**config.mk**
```make
export PLATFORM = sky130hd
export DESIGN_NAME = ddr3_mc_rw_arb
export DESIGN_NICKNAME = d
export VERILOG_FILES = /design/src/rtl/ddr3_mc_rw_arb.sv
export SDC_FILE = /design/constraint.sdc
export NUM_CORES = 1
export LEC_CHECK = 0
export ABC_CLOCK_PERIOD_IN_PS = 7600
export CAP_MARGIN = 40
export CORE_UTILIZATION = 49
export CTS_BUF_LIST = sky130_fd_sc_hd__clkbuf_8
export CTS_CLUSTER_DIAMETER = 80
export CTS_CLUSTER_SIZE = 25
export DETAILED_ROUTE_END_ITERATION = 10
export GPL_ROUTABILITY_DRIVEN = 0
export PLACE_DENSITY = 0.88
export SYNTH_ARGS = -nofsm -noshare
export SYNTH_HDL_FRONTEND = slang
export SYNTH_SLANG_ARGS = --single-unit
export TNS_END_PERCENT = 30
```
**constraint.sdc**
```tcl
create_clock -name clk -period 7.6 [get_ports clk]
set_input_delay 1.14 -clock clk [delete_from_list [all_inputs] [get_ports clk]]
set_output_delay 1.14 -clock clk [all_outputs]
set_load 0.05 [all_outputs]
```
**src/rtl/ddr3_mc_rw_arb.sv**
```systemverilog
// Multi-channel DDR3 read/write burst arbiter: round-robin grants across channel FIFO pairs,
// per-channel wrapping address pointers, completion watchdog with sticky per-channel errors.
module ddr3_mc_rw_arb #(
   parameter int NUM_CH      = 2,
   parameter int ADDR_W      = 28,
   parameter int LEN_W       = 10,
   parameter int CNT_W       = 11,
   parameter int RFIFO_DEPTH = 1024,
   parameter int TIMEOUT     = 4095,
   localparam int CH_W       = (NUM_CH > 1) ? $clog2(NUM_CH) : 1
) (
   input  logic                     clk,
   input  logic                     rst_n,
   input  logic                     ddr3_init_done,
   input  logic [NUM_CH-1:0]        ch_wr_en,
   input  logic [NUM_CH-1:0]        ch_rd_en,
   input  logic [NUM_CH*ADDR_W-1:0] addr_wd_min,
   input  logic [NUM_CH*ADDR_W-1:0] addr_wd_max,
   input  logic [NUM_CH*ADDR_W-1:0] addr_rd_min,
   input  logic [NUM_CH*ADDR_W-1:0] addr_rd_max,
   input  logic [NUM_CH*LEN_W-1:0]  wd_burst_len,
   input  logic [NUM_CH*LEN_W-1:0]  rd_burst_len,
   input  logic [NUM_CH*CNT_W-1:0]  wfifo_rcount,
   input  logic [NUM_CH*CNT_W-1:0]  rfifo_wcount,
   output logic                     wd_req,
   output logic                     rd_req,
   output logic [ADDR_W-1:0]        wd_addr,
   output logic [ADDR_W-1:0]        rd_addr,
   output logic [LEN_W-1:0]         wd_len,
   output logic [LEN_W-1:0]         rd_len,
   output logic [CH_W-1:0]          wd_ch,
   output logic [CH_W-1:0]          rd_ch,
   input  logic                     wd_finish,
   input  logic                     rd_finish,
   output logic                     busy,
   output logic [NUM_CH-1:0]        timeout_err,
   output logic [2:0]               fsm_state
);
   localparam int WD_W = $clog2(TIMEOUT + 1);

   typedef enum logic [2:0] {
      S_IDLE    = 3'd0,
      S_ARB     = 3'd1,
      S_WR_REQ  = 3'd2,
      S_WR_WAIT = 3'd3,
      S_RD_REQ  = 3'd4,
      S_RD_WAIT = 3'd5
   } state_t;

   state_t              state, state_nxt;
   logic                dir_pri;
   logic [CH_W-1:0]     rr_w, rr_r, w_sel, r_sel;
   logic [ADDR_W-1:0]   wr_ptr [NUM_CH];
   logic [ADDR_W-1:0]   rd_ptr [NUM_CH];
   logic [NUM_CH-1:0]   wr_vld, rd_vld, w_elig, r_elig;
   logic                w_any, r_any, grant_wr, grant_rd;
   logic                wr_done, rd_done, wr_tmo, rd_tmo, wdog_hit;
   logic [WD_W-1:0]     wdog_cnt;
   logic [ADDR_W-1:0]   wr_next, rd_next;

   function automatic logic [CH_W-1:0] nxt_ch(input logic [CH_W-1:0] ch);
      return (int'(ch) == NUM_CH - 1) ? '0 : ch + 1'b1;
   endfunction

   // Extra bit keeps ptr+2*len from wrapping when the window ends near 2^ADDR_W.
   function automatic logic [ADDR_W-1:0] advance(input logic [ADDR_W-1:0] ptr,
                                                 input logic [LEN_W-1:0]  len,
                                                 input logic [ADDR_W-1:0] lo,
                                                 input logic [ADDR_W-1:0] hi);
      logic [ADDR_W:0] sum;
      sum = {1'b0, ptr} + (ADDR_W+1)'(len);
      if (sum + (ADDR_W+1)'(len) > {1'b0, hi}) return lo;
      return sum[ADDR_W-1:0];
   endfunction

   always_comb begin
      for (int c = 0; c < NUM_CH; c++) begin
         w_elig[c] = ch_wr_en[c] && wr_vld[c] && (wd_burst_len[c*LEN_W +: LEN_W] != '0) &&
                     ({1'b0, wfifo_rcount[c*CNT_W +: CNT_W]} >=
                      (CNT_W+1)'(wd_burst_len[c*LEN_W +: LEN_W]));
         r_elig[c] = ch_rd_en[c] && rd_vld[c] && (rd_burst_len[c*LEN_W +: LEN_W] != '0) &&
                     (({1'b0, rfifo_wcount[c*CNT_W +: CNT_W]} +
                       (CNT_W+1)'(rd_burst_len[c*LEN_W +: LEN_W])) <= (CNT_W+1)'(RFIFO_DEPTH));
      end
   end

   // Scan offsets from high to low so the eligible channel closest to rr_ptr is kept last.
   always_comb begin
      int idx;
      idx   = 0;
      w_any = 1'b0;
      w_sel = '0;
      r_any = 1'b0;
      r_sel = '0;
      for (int i = NUM_CH - 1; i >= 0; i--) begin
         idx = int'(rr_w) + i;
         if (idx >= NUM_CH) idx = idx - NUM_CH;
         if (w_elig[idx]) begin
            w_any = 1'b1;
            w_sel = CH_W'(idx);
         end
         idx = int'(rr_r) + i;
         if (idx >= NUM_CH) idx = idx - NUM_CH;
         if (r_elig[idx]) begin
            r_any = 1'b1;
            r_sel = CH_W'(idx);
         end
      end
   end

   assign wdog_hit = (wdog_cnt == WD_W'(TIMEOUT - 1));
   assign wr_next  = advance(wr_ptr[wd_ch], wd_len, addr_wd_min[wd_ch*ADDR_W +: ADDR_W],
                             addr_wd_max[wd_ch*ADDR_W +: ADDR_W]);
   assign rd_next  = advance(rd_ptr[rd_ch], rd_len, addr_rd_min[rd_ch*ADDR_W +: ADDR_W],
                             addr_rd_max[rd_ch*ADDR_W +: ADDR_W]);

   // Handshake: *_req is a one-cycle start pulse with addr/len/ch already stable; the master
   // answers with a one-cycle *_finish, honoured only in the matching WAIT state.
   always_comb begin
      state_nxt = state;
      grant_wr  = 1'b0;
      grant_rd  = 1'b0;
      wr_done   = 1'b0;
      rd_done   = 1'b0;
      wr_tmo    = 1'b0;
      rd_tmo    = 1'b0;
      case (state)
         S_IDLE:    if (ddr3_init_done) state_nxt = S_ARB;
         S_ARB: begin
            if (!ddr3_init_done) begin
               state_nxt = S_IDLE;
            end else if (w_any && (!dir_pri || !r_any)) begin
               grant_wr  = 1'b1;
               state_nxt = S_WR_REQ;
            end else if (r_any) begin
               grant_rd  = 1'b1;
               state_nxt = S_RD_REQ;
            end
         end
         S_WR_REQ:  state_nxt = S_WR_WAIT;
         S_WR_WAIT: begin
            if (wd_finish) begin
               wr_done   = 1'b1;
               state_nxt = S_IDLE;
            end else if (wdog_hit) begin
               wr_tmo    = 1'b1;
               state_nxt = S_IDLE;
            end
         end
         S_RD_REQ:  state_nxt = S_RD_WAIT;
         S_RD_WAIT: begin
            if (rd_finish) begin
               rd_done   = 1'b1;
               state_nxt = S_IDLE;
            end else if (wdog_hit) begin
               rd_tmo    = 1'b1;
               state_nxt = S_IDLE;
            end
         end
         default:   state_nxt = S_IDLE;
      endcase
   end

   always_ff @(posedge clk or negedge rst_n) begin
      if (!rst_n) state <= S_IDLE;
      else        state <= state_nxt;
   end

   assign busy      = (state != S_IDLE);
   assign wd_req    = (state == S_WR_REQ);
   assign rd_req    = (state == S_RD_REQ);
   assign fsm_state = state;

   always_ff @(posedge clk or negedge rst_n) begin
      if (!rst_n) begin
         wd_addr     <= '0;
         wd_len      <= '0;
         wd_ch       <= '0;
         rd_addr     <= '0;
         rd_len      <= '0;
         rd_ch       <= '0;
         rr_w        <= '0;
         rr_r        <= '0;
         dir_pri     <= 1'b0;
         timeout_err <= '0;
         wdog_cnt    <= '0;
      end else begin
         if (grant_wr) begin
            wd_addr <= wr_ptr[w_sel];
            wd_len  <= wd_burst_len[w_sel*LEN_W +: LEN_W];
            wd_ch   <= w_sel;
         end
         if (grant_rd) begin
            rd_addr <= rd_ptr[r_sel];
            rd_len  <= rd_burst_len[r_sel*LEN_W +: LEN_W];
            rd_ch   <= r_sel;
         end
         if (wr_done || wr_tmo) rr_w <= nxt_ch(wd_ch);
         if (rd_done || rd_tmo) rr_r <= nxt_ch(rd_ch);
         if (wr_done) dir_pri <= 1'b1;
         if (rd_done) dir_pri <= 1'b0;
         if (wr_tmo)  timeout_err[wd_ch] <= 1'b1;
         if (rd_tmo)  timeout_err[rd_ch] <= 1'b1;
         if (state == S_WR_REQ || state == S_RD_REQ)
            wdog_cnt <= '0;
         else if (state == S_WR_WAIT || state == S_RD_WAIT)
            wdog_cnt <= wdog_cnt + 1'b1;
      end
   end

   // A dropped enable invalidates the pointer so re-enabling restarts at the window minimum.
   always_ff @(posedge clk or negedge rst_n) begin
      if (!rst_n) begin
         wr_vld <= '0;
         rd_vld <= '0;
         for (int c = 0; c < NUM_CH; c++) begin
            wr_ptr[c] <= '0;
            rd_ptr[c] <= '0;
         end
      end else begin
         for (int c = 0; c < NUM_CH; c++) begin
            if (!ch_wr_en[c]) begin
               wr_vld[c] <= 1'b0;
            end else if (!wr_vld[c]) begin
               if (ddr3_init_done) begin
                  wr_ptr[c] <= addr_wd_min[c*ADDR_W +: ADDR_W];
                  wr_vld[c] <= 1'b1;
               end
            end else if (wr_done && (wd_ch == CH_W'(c))) begin
               wr_ptr[c] <= wr_next;
            end
            if (!ch_rd_en[c]) begin
               rd_vld[c] <= 1'b0;
            end else if (!rd_vld[c]) begin
               if (ddr3_init_done) begin
                  rd_ptr[c] <= addr_rd_min[c*ADDR_W +: ADDR_W];
                  rd_vld[c] <= 1'b1;
               end
            end else if (rd_done && (rd_ch == CH_W'(c))) begin
               rd_ptr[c] <= rd_next;
            end
         end
      end
   end

endmodule
```
Word-level counts from Yosys, hierarchy flattened
Cells that the tools add are included.
Cells by class
  $add $sub $neg: 15
  $mul: 4
  $lt $le $gt $ge: 22
  equality and inequality tests: 12
  shift-type cells: 6
  muxes and demuxes: 99
  bitwise operators: 8
  reductions and logical operators: 43
Operators with widths (number)
  2-to-1 mux 28 bit: 28
  variable part select 56 x 7 -> 28 bit: 4
  less-than comparator 32 x 3 -> 1 bit, second input constant: 4
  2-to-1 mux 32 bit: 4
  adder 28 x 10 -> 29 bit: 2
  adder 29 x 10 -> 29 bit: 2
  > comparator 29 x 28 -> 1 bit: 2
  2-to-1 mux 1 bit: 53
  nonzero test 10 bit: 4
  variable part select 20 x 6 -> 10 bit: 2
  adder 11 x 10 -> 12 bit: 2
  less-or-equal comparator 12 x 11 -> 1 bit, second input constant: 2
  2-to-1 mux 12 bit: 2
  greater-or-equal comparator 11 x 10 -> 1 bit: 2
  2-to-1 mux 3 bit: 7
  logical AND 1 bit: 19
  case mux 3 bit (6 select lines): 1
  multiplier 1 x 3 -> 4 bit, second input constant: 4
  adder 12 x 1 -> 12 bit, second input constant: 1
  == test 12 bit, second input constant: 1
  greater-or-equal comparator 2 bit, second input constant: 6
  AND reduction 3 bit: 4
  nonzero test 2 bit: 6
  inequality test 2 x 1 -> 1 bit, second input constant: 4
  other kinds (22): 43
Word-level totals
  flip-flop bits (word level): 214
  input bits: 317
  output and inout port bits: 86
  logic and storage cells: 227

Depth between registers and ports, before layout
  depth in word-level cells: 14
  gate-level depth with buffers: 41
  depth with buffers taken out: 32

Worst setup path before layout
OpenSTA, ideal clock, no wires.
  kind: reg-to-reg
  start point: reg wd_ch
  end point: reg wr_ptr[3] in the netlist's numbering
  setup time: 130 ps
  data arrival time: 8632 ps
  data required time: 7470 ps
  setup slack: -1162 ps
  cell stages (with the launch flop): 39
  path buffers: 8
  period minus slack after synthesis: 8762 ps
  cells stage by stage: dfrtp_1 > buf_2 > buf_2 > buf_4 > buf_2 > clkbuf_1 > clkbuf_1 > buf_1 > mux2i_1 > inv_1 > ha_1 > a21o_1 > and4_1 > o21ai_0 > a21boi_0 > o21ai_0 > nand2b_1 > a21oi_1 > [... 3 more ...] > o21ai_0 > o21ai_0 > or2_2 > nor4_1 > nand4_1 > nor3_1 > xor2_1 > ha_1 > nand4_1 > nor4_1 > o2bb2ai_1 > a21oi_1 > a211oi_1 > inv_1 > a31oi_4 > buf_4 > mux2i_1 > o21ai_0
Between the ends
  longest elaborated chain between the ends: 11
  elaborated cells on any way between the ends: 18
  classes of those cells: 2 x add/sub; 1 x mul; 1 x order compare; 1 x eq/ne; 2 x shift; 8 x mux; 1 x bitwise; 2 x reduce/logical
RTL lines
  start: declaration: line 31  | output logic [CH_W-1:0] wd_ch,
  start signal: assignment: line 191  | wd_ch <= w_sel;
  inverter 1 -> 2 bit (not written as such): line 112  | assign wr_next = advance(wr_ptr[wd_ch], wd_len, addr_wd_min[wd_ch*ADDR_W +: ADDR_W],
  2-to-1 mux 28 bit (not written as such) (3 in series): line 112
  adder 28 x 10 -> 29 bit: line 71  | sum = {1'b0, ptr} + (ADDR_W+1)'(len);
  adder 29 x 10 -> 29 bit: line 72  | if (sum + (ADDR_W+1)'(len) > {1'b0, hi}) return lo;
  > comparator 29 x 28 -> 1 bit: line 72
  2-to-1 mux 1 bit: line 72
  2-to-1 mux 28 bit: line 73  | return sum[ADDR_W-1:0];
  2-to-1 mux 28 bit: line 229  | end else if (wr_done && (wd_ch == CH_W'(c))) begin
  2-to-1 mux 28 bit: line 224  | end else if (!wr_vld[c]) begin
  end signal: indexed assignment: line 226  | wr_ptr[c] <= addr_wd_min[c*ADDR_W +: ADDR_W];
  end signal: indexed assignment: line 230  | wr_ptr[c] <= wr_next;
  end: declaration: line 53  | logic [ADDR_W-1:0] wr_ptr [NUM_CH];
Parallel ways exist; a longest one is shown, timed or not. The select of a mux whose other input is x is not followed.
A chain may end at the register's enable or synchronous reset.

Worst setup path after layout
  start point: reg wd_ch
  end point: reg wr_ptr[0] in the netlist's numbering
Same word-level chain as after synthesis.

==> results_dict.tcl <==
set metrics [dict create \
    outcome "completed" \
    crit_path_start_kind "flop" \
    synth_edf_count 0 \
    worst_pin_slew_ps 1019 \
    core_area_mm2 0.03802 \
    grt_pass1_vias 19690 \
    fin_crit_sh_pct 96.93 \
    die_h_um 199.4 \
    cts_tree "yes" \
    routed_wl_mm 67.17 \
    syn_inst 2220 \
    fin_setup_tns_ps 0 \
    grt_max_degree 180 \
    synth_fp_nets 2684 \
    vias 20130 \
    vdd_drop_max_uv 595.6 \
    cap_violations 0 \
    syn_area_per_cell_um2 8.598 \
    cts_made_buffers 16 \
    syn_to_final_growth_pct 26.21 \
    cp-end-kind "flop" \
    ys_seq_elements 214 \
    cts.sinks 214 \
    io_buffers 402 \
    yosys-top-cells-area "dfrtp_1 28%, mux2i_1 9.4%, ha_1 9.2%" \
    hold_viol_final 0 \
    io_pins 403 \
    worst_clock_skew_ps 45.03 \
    nets 3028 \
    drt_iter0_drc 2278 \
    yosys_warnings 0 \
    wire_per_inst_um 21.77 \
    grt_usage_pct 32.78 \
    worst_path_max_delay_cell "dfrtp_4" \
    die_area_mm2 0.03975 \
    yosysSeqAreaShare_pct 28.06 \
    root_buffer "clkbuf_8" \
    worst_ep_required_time_ps 8110 \
    hp-class "in -> async" \
    rows 71 \
    clk_pin_slew_ps 160 \
    ant_nets 0 \
    finalSetupViolCount 0 \
    relSlewSlack_pct 32.06 \
    cp_num_cells 31 \
    netlist_area_mm2 0.01909 \
    reg2reg_slack_ps 230 \
    timing.hold.ws_ps 416.4 \
    grt-ovfl-total 0 \
    grt_first_pass_wirelength_mm 103.2 \
    crit_family "compound AO/OA/AOI/OAI gates" \
    drv_slew 0 \
    worstRegToRegCells 31 \
    ys.flop_type "dfrtp_1" \
    synth_cell_types 88 \
    initial_core_util_pct 50.20 \
    cp_max_fo 19 \
    die-width_um 199.4 \
    crit_buf_inv 2 \
    synth_top_area_share_pct 28.06 \
    vias_per_cell 6.522 \
    htree_num_levels 1 \
    firstDrtPassIters 6 \
    drcViolationCount 0 \
    worst_path_most_repeated_cell "o21ai_0" \
    clkLatencyLatePin_ps 580 \
    synth_top_area_cell "dfrtp_1" \
    layout-drive-gt1-share_pct 6.527 \
    cellLeakagePower_nw 9.962 \
    async_reset_ff_share_pct 100.0 \
    dp_hpwl_mm 50.10 \
    worstPathArrival_ps 7870 \
    antenna_found_initial 3 \
    cts.path.max_buffers 3 \
    critPathKind "reg -> reg" \
    fmax_mhz 135.8 \
    power_density_mw_per_mm2 535.6 \
    min_period_ps 7366 \
    max_stage_delay_ps 610 \
]
==> metal layers <==
layer / part of all wire (%) / vias up / track usage [%]
li1: - / 8915 / -
met3: 9.6 / 325 / 5.097
met1: 37 / 9551 / 40.43
met4: 6.2 / 4 / 18.46
met5: 0.036 / - / 0
met2: 47 / 1331 / 54.59
==> synth_stat cells, drive strengths merged (8+ instances only) <==
cell,number
o211ai,47
nand2b,53
mux2i,180
o21a,29
nor3b,32
o22ai,9
ha,141
and2,15
xnor2,66
clkbuf,69
a221o,15
nand3,55
inv,65
nor2b,39
nand2,96
a211oi,48
o2111ai,8
xor2,44
a21oi,244
a21o,30
o21ai,92
a2111oi,8
or3,8
o31ai,32
nor4,16
buf,44
and3,57
mux2,55
a31oi,34
nor2,235
nand4,30
nor3,18
dfrtp,214
==> sequential cells by signal, summed over array words and instances (netlist names) <==
| signal | flops |
|---|---|
| rd_ptr | 56 |
| wr_ptr | 56 |
| rd_addr | 28 |
| wd_addr | 28 |
| wdog_cnt | 12 |
| rd_len | 10 |
| wd_len | 10 |
| fsm_state | 3 |
| rd_vld | 2 |
| timeout_err | 2 |
| wr_vld | 2 |
| dir_pri | 1 |
| rd_ch | 1 |
| rr_r | 1 |
| rr_w | 1 |
| wd_ch | 1 |
==> power breakdown <==
group	switching (mW)	internal, mW	leakage [nW]
clock network	0.493	0.282	0.202
logic	5.99	3.99	7.23
registers	0.550	1.60	2.53
total	7.03	5.87	9.96
==> final timing paths <==
kind	startpoint	end
setup reg to reg	wd_ch$_DFFE_PN0P_	wr_ptr[0]$_DFFE_PN0P_
setup / recovery	wd_ch$_DFFE_PN0P_	wr_ptr[0]$_DFFE_PN0P_
hold reg to reg	timeout_err[1]$_DFF_PN0_	timeout_err[1]$_DFF_PN0_
hold / removal	rst_n	rd_ptr[52]$_DFFE_PN0P_
max in group asynchronous	rst_n	wd_ch$_DFFE_PN0P_
min in group clk	timeout_err[1]$_DFF_PN0_	timeout_err[1]$_DFF_PN0_
==> kinds of logic (layout without fill, tap and decap cells) <==
logic type	Yosys count	count (layout)	share of synthesized area, %
other cells	0	1	0
simple gates	684	684	18.31
compound gates	652	653	21.99
flops	214	214	28.06
mux	235	235	12.68
xor+xnor	110	110	5.087
buf+inv	178	531	4.005
fa+ha+maj	147	147	9.872
==> placed cells by master, fill, tap and decap left out, types with 31 or more instances in the layout <==
cell type and count:
and3_1 56, mux2i_1 179, nand2_1 96, o21ai_0 80, nor2b_1 39, nor3b_1 31, xnor2_1 65, ha_1 141
o211ai_1 47, clkdlybuf4s50_1 401, xor2_1 44, a21oi_1 240, a31oi_1 33, nand3_1 53, nor2_1 234, o31ai_1 32
inv_1 65, dfrtp_1 212, mux2_2 55, nand2b_1 53, a211oi_1 42
==> metrics by stage <==
step                      setup WS (ps)  power, mW  utilization [%]  cells  cell area [µm²]
after floorplan                  -8.183      9.032                -   2220            19160
after global placement            259.8      11.20            61.91   3047            23540
after detailed placement         -95.53      11.67            61.97   3049            23560
after CTS                         75.23      12.53            63.06   3078            23980
after global routing            -0.8269      13.77            63.36   3086            24090
final                             233.6      12.90            63.36   3086            24090
==> worst register-to-register path: cells and delay by family, from the launching register on <==
family / cells / cell delay, ps
buf+inv: 2 / 550
fa+ha+maj: 3 / 990
xor+xnor: 2 / 240
flops: 1 / 610
compound gates: 14 / 2320
mux: 2 / 710
simple gates: 8 / 1880
==> area by class of cell <==
class                      count  area [µm²]
antenna                        1       2.502
clock buffer                  17       234.0
clock inverter                11       163.9
fill                        3083       13930
inverter                      65       244.0
multi-input combinational   1829       13090
sequential                   214        5363
tap                          511       639.4
timing repair buffer         438        4355
==> repair_timing <==
action | CTS | global route
buffers inserted | 0 | 6
pin swaps | 0 | 3
setup endpoints to repair | 29 | 112
cloned | 1 | 0
resized for setup | 1 | 10
hold buffers | 0 | 0
Power figures use the tool's default switching activity.
